==> config.mk <==
export PLATFORM = sky130hd
export DESIGN_NAME = vga_sram_frame_writer
export DESIGN_NICKNAME = d
export VERILOG_FILES = /design/src/rtl/vga_sram_frame_writer.sv
export SDC_FILE = /design/constraint.sdc
export NUM_CORES = 1
export LEC_CHECK = 0
export BUFFER_PORTS_ARGS = -buffer_cell sky130_fd_sc_hd__buf_2
export CORE_ASPECT_RATIO = 1.75
export CORE_MARGIN = 8
export CORE_UTILIZATION = 30
export DETAILED_ROUTE_END_ITERATION = 8
export PLACE_DENSITY_LB_ADDON = 0.25
export SLEW_MARGIN = 0
export SYNTH_ARGS = -nofsm -noshare
export SYNTH_HDL_FRONTEND = slang
export SYNTH_SLANG_ARGS = --single-unit
==> constraint.sdc <==
create_clock -name axi_clk -period 2.5 [get_ports axi_clk]
set_input_delay 0.25 -clock axi_clk [delete_from_list [all_inputs] [get_ports axi_clk]]
set_output_delay 0.25 -clock axi_clk [all_outputs]
set_load 0.01 [all_outputs]
==> src/rtl/vga_sram_frame_writer.sv <==
// Stores a valid/ready RGB444 pixel stream into SRAM as a linear framebuffer, one AXI-Lite write per pixel.
// Optional back-buffer writing with a swap on every completed frame: VGA_SRAM_FRAME_WRITER_DOUBLE_BUFFER_EN.
module vga_sram_frame_writer #(
  parameter int unsigned AXI_ADDR_WIDTH = 20,
  parameter int unsigned AXI_DATA_WIDTH = 16,
  parameter int unsigned H_VISIBLE      = 640,
  parameter int unsigned V_VISIBLE      = 480,
  parameter int unsigned BASE_ADDR      = 0
) (
  input  logic                              axi_clk,
  input  logic                              axi_resetn,
  input  logic                              enable,
  input  logic                              s_valid,
  output logic                              s_ready,
  input  logic                              s_sof,
  input  logic [3:0]                        s_red,
  input  logic [3:0]                        s_green,
  input  logic [3:0]                        s_blue,
  output logic [AXI_ADDR_WIDTH-1:0]         axi_awaddr,
  output logic                              axi_awvalid,
  input  logic                              axi_awready,
  output logic [AXI_DATA_WIDTH-1:0]         axi_wdata,
  output logic [(AXI_DATA_WIDTH+7)/8-1:0]   axi_wstrb,
  output logic                              axi_wvalid,
  input  logic                              axi_wready,
  input  logic [1:0]                        axi_bresp,
  input  logic                              axi_bvalid,
  output logic                              axi_bready,
  output logic                              frame_done,
  output logic                              write_error
`ifdef VGA_SRAM_FRAME_WRITER_DOUBLE_BUFFER_EN
  ,
  output logic                              active_buffer
`endif
);

  localparam int unsigned AW        = AXI_ADDR_WIDTH;
  localparam int unsigned DW        = AXI_DATA_WIDTH;
  localparam int unsigned STRB_W    = (AXI_DATA_WIDTH + 7) / 8;
  localparam int unsigned FRAME_PIX = H_VISIBLE * V_VISIBLE;
  localparam int unsigned CNT_W     = (FRAME_PIX > 1) ? $clog2(FRAME_PIX) : 1;
  localparam int unsigned LAST_PIX  = FRAME_PIX - 1;

  typedef enum logic [1:0] {IDLE, WRITE, RESP} state_e;

  state_e            state_q;
  logic              rdy_q;
  logic              awvalid_q;
  logic              wvalid_q;
  logic              bready_q;
  logic [AW-1:0]     awaddr_q;
  logic [DW-1:0]     wdata_q;
  logic              frame_done_q;
  logic              write_error_q;
  logic [CNT_W-1:0]  cnt_q;
  logic [CNT_W-1:0]  cnt_d;
  logic [CNT_W-1:0]  start_idx;
  logic [AW-1:0]     wr_base;
  logic              last_pix;

`ifdef VGA_SRAM_FRAME_WRITER_DOUBLE_BUFFER_EN
  logic ab_q;
  // Write into whichever buffer the reader is not displaying.
  assign wr_base       = AW'(BASE_ADDR) + (ab_q ? AW'(0) : AW'(FRAME_PIX));
  assign active_buffer = ab_q;
`else
  assign wr_base = AW'(BASE_ADDR);
`endif

  // Start-of-frame restarts the position before the pixel's address is formed.
  assign start_idx = s_sof ? '0 : cnt_q;
  assign last_pix  = (cnt_q == CNT_W'(LAST_PIX));
  assign cnt_d     = last_pix ? '0 : cnt_q + CNT_W'(1);

  // rdy_q is low in reset and outside IDLE, so s_ready tracks enable only while idle.
  assign s_ready     = rdy_q & enable;
  assign axi_awaddr  = awaddr_q;
  assign axi_awvalid = awvalid_q;
  assign axi_wdata   = wdata_q;
  assign axi_wstrb   = {STRB_W{1'b1}};
  assign axi_wvalid  = wvalid_q;
  assign axi_bready  = bready_q;
  assign frame_done  = frame_done_q;
  assign write_error = write_error_q;

  always_ff @(posedge axi_clk or negedge axi_resetn) begin
    if (!axi_resetn) begin
      state_q       <= IDLE;
      rdy_q         <= 1'b0;
      awvalid_q     <= 1'b0;
      wvalid_q      <= 1'b0;
      bready_q      <= 1'b0;
      awaddr_q      <= AW'(BASE_ADDR);
      wdata_q       <= '0;
      frame_done_q  <= 1'b0;
      write_error_q <= 1'b0;
      cnt_q         <= '0;
`ifdef VGA_SRAM_FRAME_WRITER_DOUBLE_BUFFER_EN
      ab_q          <= 1'b0;
`endif
    end else begin
      frame_done_q <= 1'b0;
      case (state_q)
        IDLE: begin
          rdy_q <= 1'b1;
          if (s_valid && s_ready) begin
            awaddr_q  <= wr_base + AW'(start_idx);
            wdata_q   <= DW'({s_red, s_green, s_blue});
            cnt_q     <= start_idx;
            awvalid_q <= 1'b1;
            wvalid_q  <= 1'b1;
            rdy_q     <= 1'b0;
            state_q   <= WRITE;
          end
        end
        WRITE: begin
          // Address and data channels complete independently.
          if (axi_awready) awvalid_q <= 1'b0;
          if (axi_wready)  wvalid_q  <= 1'b0;
          if ((!awvalid_q || axi_awready) && (!wvalid_q || axi_wready)) begin
            bready_q <= 1'b1;
            state_q  <= RESP;
          end
        end
        RESP: begin
          if (axi_bvalid) begin
            bready_q      <= 1'b0;
            write_error_q <= write_error_q | (axi_bresp != 2'b00);
            cnt_q         <= cnt_d;
            if (last_pix) begin
              frame_done_q <= 1'b1;
`ifdef VGA_SRAM_FRAME_WRITER_DOUBLE_BUFFER_EN
              ab_q         <= ~ab_q;
`endif
            end
            rdy_q   <= 1'b1;
            state_q <= IDLE;
          end
        end
        default: begin
          state_q <= IDLE;
        end
      endcase
    end
  end

endmodule

Word-level counts from Yosys, hierarchy flattened
Cells that the tools add are included.
{"block": "word_totals", "ramBits": 0, "latch_bits": 0, "regBits": 58, "mem_bits_ro": 0, "out_inout_bits": 44, "input_bits": 22, "elab_cells": 63, "memories": 0}
{"block": "op_classes", "n_eq_ne": 8, "muxes": 23, "addsub": 1, "magnitude_cmp": 0, "mul": 0, "n_reduce_logical": 19, "bitwise_logic": 2, "div_mod_pow": 0, "shift": 0}
{"cell": "$mux 19", "n": 4}
{"cell": "$pmux 19 s2", "n": 1}
{"cell": "$add 19x1->19 const B", "n": 1}
{"cell": "$eq 19x19->1 const B", "n": 1}
{"cell": "$reduce_and 3->1", "n": 5}
{"cell": "$mux 1", "n": 10}
{"cell": "$ne 2x2->1 const B", "n": 5}
{"cell": "$pmux 1 s2", "n": 4}
{"cell": "$reduce_bool 2->1", "n": 4}
{"cell": "$mux 2", "n": 3}
{"cell": "$pmux 2 s3", "n": 1}
{"cell": "$reduce_and 2->1", "n": 3}
{"cell": "$eq 2x1->1 const B", "n": 1}
{"cell": "$eq 2x2->1 const B", "n": 1}
{"cell": "$logic_and 1x1->1", "n": 2}
{"cell": "$logic_not 1->1", "n": 2}
{"cell": "$logic_not 2->1", "n": 1}
{"cell": "$logic_or 1x1->1", "n": 2}
{"cell": "$and 1x1->1", "n": 1}
{"cell": "$or 1x1->1", "n": 1}

Logic depth before layout (Yosys ltp)
{"block": "logic_depth", "ltp_word": 5, "mapped_depth": 8, "ltp_nobuf": 6}

Worst setup path after synthesis
No wires, ideal clock.
{"block": "synth_timing", "path_kind": "register -> register", "from": "register cnt_q[0]", "to": "register cnt_q[0]", "setup_time_ns": 0.125, "arrival_ns": 1.684, "slack_ns": 0.691, "synth_period_minus_slack_ns": 1.809, "path_stages_with_launch": 7, "n_path_buf": 1, "t_required_ns": 2.375, "path_cell_list": "dfrtp_1 -> ha_1 -> nand3_2 -> nor4_4 -> a21oi_2 -> buf_6 -> mux2_2"}
{"block": "synth_between", "elab_chain_len": 4, "word_cells_on_any_way": 7, "cone_classes": "add/sub (1); eq/ne (1); mux (5)"}
{"item": "start: declaration", "line": "55", "rtl": "logic [CNT_W-1:0] cnt_q;"}
{"item": "start signal: assignment", "line": "109", "rtl": "cnt_q <= start_idx;"}
{"item": "start signal: assignment", "line": "129", "rtl": "cnt_q <= cnt_d;"}
{"item": "$add 19x1->19 or $eq 19x19->1 (tied branches)", "line": "73, 72"}
{"item": "$mux 19", "line": "73", "rtl": "assign cnt_d = last_pix ? '0 : cnt_q + CNT_W'(1);"}
{"item": "$mux 19", "line": "126", "rtl": "if (axi_bvalid) begin"}
{"item": "$pmux 19 s2 *", "line": "103", "rtl": "case (state_q)"}
Every way passes the cells marked *; elsewhere a longest branch is shown, timed or not. The select of a mux whose other input is x is not followed.
A chain may end at the register's enable or synchronous reset.

Worst setup path after layout
{"block": "layout_timing", "from": "register cnt_q[1]", "to": "register cnt_q[13]"}
{"block": "layout_between", "elab_chain_len": 4, "word_cells_on_any_way": 5, "cone_classes": "add/sub (1); eq/ne (1); mux (3)"}
{"item": "$add 19x1->19 or $eq 19x19->1 (tied branches)", "line": "73, 72"}
{"item": "$mux 19 *", "line": "73"}
{"item": "$mux 19 *", "line": "126"}
{"item": "$pmux 19 s2 *", "line": "103"}
Marked as above.

==> impl.org <==
** Power
- Combinational fraction of design power :: 26.3%
- The clock network is responsible for 34.4% of the overall power.
- Static leakage power :: 1.555 nW
- P_sw :: 1.055 mW
- VDD sags by at most 0.0003564 V.
- Power density of the placed cells :: 975.8 nW/um^2
- Portion of total power attributed to sequential cells :: 39.3%
- The internal portion of the total power is 2.283 mW.
- Net switching is 31.62% of the power.

** Critical path
- In this run the critical register-to-register path is launched from cnt_q[1]$_DFFE_PN0P_.
- For the worst setup path, the data required time is 2.71 ns.
- For the worst setup path, the data arrival time is 2.28 ns.
- The endpoint identified for the worst register-to-register timing path is cnt_q[13]$_DFFE_PN0P_.
- For the worst flop-to-flop path, the logic depth is 6.
- Kind of start point of the critical path :: flop
- STA classifies the critical path endpoint as a flop.
- Across all register-to-register paths, the minimum setup slack is 0.43 ns.
- CP Max Fanout :: 11
- The critical path starts at cnt_q[1]$_DFFE_PN0P_.
- By startpoint and endpoint, the worst setup path is classified as reg2reg.

** Hold path
- The worst hold path passes through 2 cells.
- In this run the most critical hold path is launched from s_red[1].
- In this run the worst hold path is classified as in2reg.
- End point of the most critical hold path :: axi_wdata[9]$_DFFE_PN0P_

** Clock network
- CTS built an H-tree with a depth of 3.
- Num CTS Buffers :: 9
- The root buffer cell chosen for the clock tree is sky130_fd_sc_hd__clkbuf_16.
- Buffers inserted to repair hold after CTS numbered 1.
- Maximum number of buffers from clock root to sink :: 2
- At the later pin of the worst-skew pair, clock insertion delay measures 0.32 ns.
- Clock-pin slew on the worst setup and hold paths :: 0.05 ns
- Clock sink count :: 58
- Postcts setup bufs :: 0
- Cts repair resizes :: 0
- TritonCTS built the clock tree.

** Logic synthesis
- FF+latch count, synth :: 58
- Leading cell types by total area after synthesis :: sky130_fd_sc_hd__dfrtp_1 (53%), sky130_fd_sc_hd__o21ai_0 (6.4%), sky130_fd_sc_hd__mux2_2 (5.3%), sky130_fd_sc_hd__nand2_1 (4.5%), sky130_fd_sc_hd__nand2b_1 (3.6%)
- The synthesized netlist devotes 20.27% of its cell area to simple gates.
- Count of flip-flops with a built-in enable after synthesis :: 0
- The cell area that synthesis handed to floorplanning was 2753 sq um.
- In the synthesized netlist the dominant register cell turns out to be sky130_fd_sc_hd__dfrtp_1.
- Share of synthesized flip-flops with an asynchronous set or reset :: 100.0%
- Top cell type by total area after synthesis :: sky130_fd_sc_hd__dfrtp_1
- Summing the sequential cell areas from Yosys gives 52.73% of the chip area.
- The synthesized netlist devotes 13.82% of its cell area to compound gates.
- Summing the areas of all fa, ha and maj instances in the mapped netlist gives 0.4545% of the synthesized area.
- After synthesis, the netlist uses 40 different library cells.
- After synthesis, the largest family of logic cells by area is simple AND/OR/NAND/NOR gates.
- Number of instances in the synthesized netlist :: 274
- Fraction of synthesized cell area taken by the top area cell type :: 52.73%
- Post-synthesis mux area share :: 7.136%
- Sorting the synthesized cells by how often they occur yields sky130_fd_sc_hd__dfrtp_1 (58), sky130_fd_sc_hd__o21ai_0 (35), sky130_fd_sc_hd__nand2_1 (33), sky130_fd_sc_hd__nand2b_1 (16).
- Most instantiated library cell after synthesis :: sky130_fd_sc_hd__dfrtp_1
- Of the total synthesized cell area, the portion taken by XOR and XNOR cells is 0%.
- Number of warnings issued by yosys :: 0
- Post-synthesis average cell area :: 10.05 sq um

** Floorplanning
- Number of I/O pins :: 66
- From bottom edge to top edge, the die measures 142.7 um.
- The initial utilization of the core area, before any placement, comes to 30.66%.
- Die width :: 88.41 um
- In this run the standard cell core region covers 8979 sq um.
- Number of standard-cell rows in the floorplan :: 46
- Die outline area :: 12620 sq um

** Timing
- Setup TNS :: 0 ns
- Setup violations remaining at the end of the flow were counted as 0.
- Least-Margin Pin Slew :: 0.7418 ns
- Ratio of final minimum period to clock period :: 82.92%
- Static timing analysis puts the maximum clock frequency at 0.4824 GHz.
- Between clock sinks in the finished design, the worst skew comes to 0.004065 ns.
- Final hold violations :: 0
- The number of slew-limit violations in the final report came to 0.
- Setup repair after global routing missed its margin :: no
- Subtracting the final worst setup slack from the clock period gives 2.073 ns.
- Final hold slack :: 0.1574 ns
- Worst slew margin :: 50.55%

** Layout
- Post-layout net count :: 354
- Relative to the synthesized area, the layout overhead comes to 24.27%.
- Non-filler cells in the finished layout :: 456
- 0 antenna diodes ended up in the layout.
- Cells with a size suffix above 1 make up 29.76% of the layout.

** Drt
- Sum of routed wire length over all layers :: 6639 um
- Before antenna repair, the detailed router went through 4 iterations.
- Routed vias/inst :: 4.818
- The routed layout has 2197 vias.
- DR DRC count :: 0
- Final ANT Viol Nets :: 0
- After detailed routing, the average wire length per cell comes to 14.56 um.
- Number of violations reported at the end of detailed-routing iteration 0 :: 152

** Place
- The count of buffers added on input and output ports is 58.
- Placed cell count :: 439
- Half-perimeter wire length after detailed placement :: 4862 um
- At the end of routability-driven placement, the weighted congestion stood at 0.8244.

** Global route
- The via count of the first global-routing pass is 2358.
- Summed over all layers, the global routing overflow is 0.
- Initial antenna violation count :: 0
- Largest net degree at the start of global routing :: 44
- Global-route wire length before repair :: 11290 um
- GR Util All Layers :: 11.54%

** Run
- Across the run, the number of max-cap violations was 0.

** Outcome
- Result of the run :: finished, final reports clean
-- worst max path at each step --
stage,to,depth (start not counted)
after detailed placement,cnt_q[14]$_DFFE_PN0P_,6
after global placement,cnt_q[13]$_DFFE_PN0P_,6
after global routing,cnt_q[13]$_DFFE_PN0P_,6
final,cnt_q[13]$_DFFE_PN0P_,6
after CTS,cnt_q[14]$_DFFE_PN0P_,6
after floorplan,cnt_q[0]$_DFFE_PN0P_,6
-- power groups by stage --
| stage | clock network, mW | logic (mW) | registers (mW) |
|---|---|---|---|
| floorplan | 0 | 0.507 | 1.37 |
| global placement | 0 | 0.876 | 1.31 |
| detailed placement | 0 | 0.895 | 1.33 |
| CTS | 1.18 | 0.899 | 1.31 |
| global route | 1.23 | 0.985 | 1.35 |
| finish | 1.15 | 0.879 | 1.31 |
-- cell usage in the layout, fill, tap and decap left out, drive strengths merged --
cell	instances
o21bai	1
o22ai	1
a21oi	15
clkinv	2
nor2	12
nand2	33
o31ai	3
clkbuf	14
or2b	4
o21a	1
ha	1
o21ai	36
mux2	13
dlygate4sd3	1
nor4b	1
nor4	1
nor3	3
dfrtp	58
a211oi	2
mux2i	5
a41oi	4
and4	2
nand3	10
or3	1
nand4	10
a22o	1
nor2b	1
buf	62
conb	7
nand4bb	1
inv	7
and2	1
and3	4
nand2b	16
a22oi	1
a31oi	1
-- cell families after synthesis --
group / after synthesis
simple gates: 100
fa+ha+maj: 1
flops: 58
compound gates: 66
other cells: 2
mux: 18
buf+inv: 29
-- state kept, by name, summed over array words and instances, names as in the netlist --
register     count
axi_awaddr      19
axi_awvalid      1
axi_bready       1
axi_wdata       12
axi_wvalid       1
cnt_q           19
frame_done       1
rdy_q            1
state_q          2
write_error      1
-- per-stage QoR --
step / util (%) / instance area (sq um) / setup slack (ns) / total power, mW
after floorplan: - / 2771 / 0.6913 / 1.877
after global placement: 34.82 / 3127 / 0.5210 / 2.189
after detailed placement: 34.82 / 3127 / 0.4600 / 2.221
after CTS: 38.10 / 3421 / 0.4431 / 3.394
after global routing: 38.10 / 3421 / 0.2030 / 3.565
final: 38.10 / 3421 / 0.4270 / 3.338
-- per-layer routing --
layer | track usage, % | part of all wire (%)
met2 | 19.89 | 52
met3 | 2.936 | 6.9
met4 | 7.175 | 2.7
met5 | 0 | 0
met1 | 11.99 | 39
-- critical path, stage by stage, from the launching register on --
cell and delay (ns):
sky130_fd_sc_hd__dfrtp_1 0.41, sky130_fd_sc_hd__ha_1 0.24, sky130_fd_sc_hd__nand3_2 0.12, sky130_fd_sc_hd__nor4_4 0.58
sky130_fd_sc_hd__a21oi_2 0.27, sky130_fd_sc_hd__a41oi_1 0.27, sky130_fd_sc_hd__nor2_1 0.06
-- cell type report --
class / instances / area (sq um)
tap: 120 / 150.1
clock inverter: 2 / 10.01
clock buffer: 14 / 274.0
fill: 929 / 5558
multi-input combinational: 192 / 1179
sequential: 58 / 1451
timing repair buffer: 63 / 330.3
inverter: 7 / 26.28
Power figures use the tool's default switching activity.
